--- src/rtl/stim_gen_pkg.sv ---
// rtl/stim_gen_pkg.sv - shared encodings and vector mapping for the stimulus sequencer
package stim_gen_pkg;

    typedef enum logic [1:0] {
        MODE_BIN  = 2'd0,
        MODE_GRAY = 2'd1,
        MODE_WALK = 2'd2,
        MODE_DOWN = 2'd3
    } mode_e;

    typedef enum logic [1:0] {
        ST_IDLE = 2'd0,
        ST_RUN  = 2'd1,
        ST_DONE = 2'd2
    } state_e;

    localparam int LEN_FULL = 16;
    localparam int LEN_WALK = 4;

    function automatic logic [3:0] map_vec(input mode_e m, input logic [3:0] k);
        logic [3:0] v;
        case (m)
            MODE_BIN:  v = k;
            MODE_GRAY: v = k ^ (k >> 1);
            MODE_WALK: v = 4'b0001 << k[1:0];
            MODE_DOWN: v = 4'hF - k;
            default:   v = 4'h0;
        endcase
        return v;
    endfunction

    function automatic logic [3:0] last_idx(input mode_e m);
        return (m == MODE_WALK) ? 4'(LEN_WALK - 1) : 4'(LEN_FULL - 1);
    endfunction

endpackage

--- src/rtl/stim_gen_step.sv ---
// rtl/stim_gen_step.sv - step_timer: div+1 cycle period counter for vector hold time
module step_timer
    import stim_gen_pkg::*;
#(
    parameter int DIV_WIDTH = 8
) (
    input  logic                 clk,
    input  logic                 rst,
    input  logic                 load,
    input  logic                 run,
    input  logic [DIV_WIDTH-1:0] div,
    output logic                 tick
);

    logic [DIV_WIDTH-1:0] count;
    logic [DIV_WIDTH-1:0] div_q;

    // div is captured at load so later input changes cannot alter the period
    always_ff @(posedge clk or posedge rst) begin
        if (rst) begin
            count <= '0;
            div_q <= '0;
        end else if (load) begin
            count <= div;
            div_q <= div;
        end else if (run) begin
            if (count == '0) begin
                count <= div_q;
            end else begin
                count <= count - 1'b1;
            end
        end
    end

    assign tick = run && (count == '0);

endmodule

--- src/rtl/stim_gen.sv ---
// rtl/stim_gen.sv - programmable 4-bit stimulus sequencer with per-vector strobe
module stim_gen
    import stim_gen_pkg::*;
#(
    parameter int DIV_WIDTH = 8
) (
    input  logic                 clk,
    input  logic                 rst,
    input  logic                 start,
    input  logic                 stop,
    input  logic [1:0]           mode,
    input  logic [DIV_WIDTH-1:0] div,
    output logic                 a,
    output logic                 b,
    output logic                 c,
    output logic                 d,
    output logic [3:0]           vec_idx,
    output logic                 step_valid,
    output logic                 busy,
    output logic                 done
);

    state_e     state, state_n;
    mode_e      mode_q, mode_n;
    logic [3:0] vec_q, vec_n;
    logic [3:0] idx_q, idx_n;
    logic       sv_q, sv_n;
    logic       accept;
    logic       tick;

    assign accept = (state == ST_IDLE) && start && !stop;

    step_timer #(.DIV_WIDTH(DIV_WIDTH)) u_timer (
        .clk  (clk),
        .rst  (rst),
        .load (accept),
        .run  (state == ST_RUN),
        .div  (div),
        .tick (tick)
    );

    always_ff @(posedge clk or posedge rst) begin
        if (rst) begin
            state  <= ST_IDLE;
            mode_q <= MODE_BIN;
            vec_q  <= 4'h0;
            idx_q  <= 4'h0;
            sv_q   <= 1'b0;
        end else begin
            state  <= state_n;
            mode_q <= mode_n;
            vec_q  <= vec_n;
            idx_q  <= idx_n;
            sv_q   <= sv_n;
        end
    end

    always_comb begin
        state_n = state;
        mode_n  = mode_q;
        vec_n   = 4'h0;
        idx_n   = 4'h0;
        sv_n    = 1'b0;
        case (state)
            ST_IDLE: begin
                if (accept) begin
                    state_n = ST_RUN;
                    mode_n  = mode_e'(mode);
                    vec_n   = map_vec(mode_e'(mode), 4'h0);
                    sv_n    = 1'b1;
                end
            end
            ST_RUN: begin
                // stop outranks a pending step so no strobe escapes an abort
                if (stop) begin
                    state_n = ST_IDLE;
                end else if (tick) begin
                    if (idx_q == last_idx(mode_q)) begin
                        state_n = ST_DONE;
                    end else begin
                        idx_n = idx_q + 4'h1;
                        vec_n = map_vec(mode_q, idx_q + 4'h1);
                        sv_n  = 1'b1;
                    end
                end else begin
                    idx_n = idx_q;
                    vec_n = vec_q;
                end
            end
            ST_DONE: begin
                state_n = ST_IDLE;
            end
            default: begin
                state_n = ST_IDLE;
            end
        endcase
    end

    assign a          = vec_q[0];
    assign b          = vec_q[1];
    assign c          = vec_q[2];
    assign d          = vec_q[3];
    assign vec_idx    = idx_q;
    assign step_valid = sv_q;
    assign busy       = (state == ST_RUN);
    assign done       = (state == ST_DONE);

endmodule

--- config.mk ---
export PLATFORM = sky130hd
export DESIGN_NAME = stim_gen
export DESIGN_NICKNAME = d
export VERILOG_FILES = /design/src/rtl/stim_gen_pkg.sv /design/src/rtl/stim_gen_step.sv /design/src/rtl/stim_gen.sv
export SDC_FILE = /design/constraint.sdc
export NUM_CORES = 1
export LEC_CHECK = 0
export CAP_MARGIN = 5
export CORE_UTILIZATION = 30
export CTS_CLUSTER_SIZE = 10
export DETAILED_ROUTE_END_ITERATION = 8
export PLACE_DENSITY_LB_ADDON = 0.12
export SYNTH_ARGS = -nofsm -noshare
export SYNTH_HDL_FRONTEND = slang
export SYNTH_SLANG_ARGS = --single-unit
--- constraint.sdc ---
create_clock -name clk -period 3.2 [get_ports clk]
set_input_delay 0.64 -clock clk [delete_from_list [all_inputs] [get_ports clk]]
set_output_delay 0.64 -clock clk [all_outputs]
set_load 0.01 [all_outputs]
==> results.ini <==
[detailed_routing]
antenna_left=0
drt_iter0_markers=71
drc=0
viasPerCell=4.86
via_count=1464
first_pass_iters=4
routedWlPerCell_um=13.8
routed_wl_um=4170

[synthesis]
synth.top_cell.area_share_pct=41.0
syn_nets=226
synth.area.top_cells=dfrtp_1 (41%), nand2_1 (9.3%), ha_1 (4.9%)
yosysSeqAreaShare_pct=41.0
syn_area_sq_um=1770
synth_top_area_cell=dfrtp_1
synth.avg_cell_area_sq_um=8.64
ys_types=46
syn_inst=205
ys_warn_count=0
ys_seq_elements=29

[setup_path]
crit_fanout=8
start_kind=register
crit_type=register to output pin
crit_required_ps=2560
endpoint_kind=output pin
crit_arrival_ps=1850

[finish]
diodes=0
drive_above_1_share_pct=9.61
postLayoutCellArea_sq_um=2150
syn2layout_area_growth_pct=21.6
fin_cells=301
final_common_cell=nand2_1
layout.nets=250
mostFrequentLayoutCells=nand2_1 (44), dfrtp_1 (29), clkdlybuf4s50_1 (24), a21oi_1 (15), nor2_1 (13)

[placed_design]
dp.cells=294
portBuffers=24
place.gp.congestion=0.763
placedInstanceArea_sq_um=2070
place_hpwl_um=2920

[sta]
fin_crit_sh_pct=77.8
skew_ps=5.06
hold_viol_final=0
fmax_mhz=402
setup_viol=0
slew_viol_final=0
period_minus_slack_ps=2490
rsz0062_at_grt=no
holdWs_ps=477
max_slew.worst_pin.slew_ps=465
fin_tns_setup_ps=0
max_slew_margin_pct=68.9

[grt]
grt_pass1_vias=1449
globalRouteTotalUtil_pct=15.2
grt-ovfl-total=0
grt_max_degree=30
grt_pass1_wl_um=7380
grt_antenna_before_repair=0

[floorplanning]
start_util_pct=31.6
chipWidth_um=78.9
core_region_area_sq_um=5610
die_area_sq_um=6220
die-height_um=78.9
ios=25
std_cell_rows=27

[clock_tree]
cts-root-buf=clkbuf_8
cts_buffer_depth=2
cts_hold_buf=0
cts_tree=built
clk-insertion-delay-late_ps=280
htree_levels=2
clock-sinks=29
cts_made_buffers=5
post_cts_buffers=0
post_cts_resized=0
clk_pin_slew_ps=70

[run_status]
outcome=finished clean

[run]
drv_cap=0

[power_and_ir_drop]
leakagePower_nw=0.936
vdd_drop_max_uv=249
powerDensity_nw_per_um2=644
power.total_mw=1.39

[hold_path]
min_path_type=register to register

==> layout make-up <==
class	instances	area, sq um
Fill cell	609	3450
Multi-Input combinational cell	154	945
Sequential cell	29	726
Timing Repair Buffer	27	263
Tap cell	72	90.1
Clock buffer	7	86.3
Inverter	12	45.0
==> cell families (layout without fill, tap and decap cells) <==
| group | after synthesis | in the layout | share of synthesized area, % |
|---|---|---|---|
| XOR/XNOR | 5 | 5 | 2.47 |
| AND/OR/NAND/NOR | 92 | 92 | 26.3 |
| flip-flops | 29 | 29 | 41.0 |
| AO/OA/AOI/OAI | 47 | 47 | 17.4 |
| multiplexers | 3 | 3 | 1.84 |
| buffers and inverters | 22 | 46 | 6.00 |
| adder cells (fa/ha/maj) | 7 | 7 | 4.94 |
==> state kept, by name, indices dropped and copies added (netlist names) <==
register       count
u_timer.div_q      8
mode_q             2
vec_q              4
vec_idx            4
u_timer.count      8
state              2
step_valid         1
==> synthesized netlist by cell type, drive strengths merged <==
| cell type | number |
|---|---|
| o311ai | 1 |
| or3 | 2 |
| mux2i | 1 |
| nor4 | 3 |
| and2 | 1 |
| nor2b | 4 |
| o211ai | 4 |
| inv | 12 |
| nand3 | 5 |
| o21ai | 12 |
| xnor2 | 3 |
| or2 | 1 |
| a21boi | 1 |
| xor2 | 2 |
| nor3b | 4 |
| a211oi | 6 |
| nor3 | 7 |
| a311o | 1 |
| nand2 | 44 |
| dfrtp | 29 |
| o22ai | 1 |
| buf | 7 |
| o221ai | 1 |
| a21o | 1 |
| nand2b | 2 |
| o211a | 1 |
| and4 | 1 |
| clkbuf | 3 |
| or4b | 1 |
| nor2 | 13 |
| or4 | 2 |
| a211o | 2 |
| mux2 | 2 |
| o32a | 1 |
| ha | 7 |
| a21oi | 15 |
| and3 | 2 |
==> per-stage QoR <==
step	worst slack, ps	utilization, %
after detailed placement	851	36.9
after CTS	700	38.4
final	712	38.4
after global placement	869	36.9
after global routing	625	38.4
after floorplan	1440	-
==> metal layers <==
metal  track usage [%]  up-vias  routed length [um]
met5                 0        -                   0
met4              4.36        0                  34
met3              3.79        4                 128
met2              22.8       19                1780
met1              21.6      691                2220
li1                  -      750                   -
==> final timing paths <==
path / startpoint / end / slack (ps) / depth (start not counted)
setup / recovery: state[1] / busy / 710 / 4
hold / removal: u_timer.div_q[4] / u_timer.div_q[4] / 480 / 2
setup reg to reg: u_timer.count[0] / vec_idx[2] / 960 / 6
hold reg to reg: u_timer.div_q[4] / u_timer.div_q[4] / 480 / 2
max in group asynchronous: rst / u_timer.count[2] / 2160 / 3
min in group asynchronous: rst / u_timer.div_q[3] / 740 / 3
==> worst max-delay path: stages (launching register included) <==
cell,delay (ps)
dfrtp_1,440
nand2b_1,170
buf_4,180
inv_1,200
clkdlybuf4s50_1,580
==> where the power goes <==
group / switching [mW] / leakage, nW / internal, mW / total [mW]
combinational: 0.238 / 0.524 / 0.238 / 0.476
clock: 0.141 / 0.0443 / 0.171 / 0.312
sequential: 0.129 / 0.368 / 0.471 / 0.600
total: 0.509 / 0.936 / 0.880 / 1.39
No activity file was read; power rests on OpenSTA's default activity.
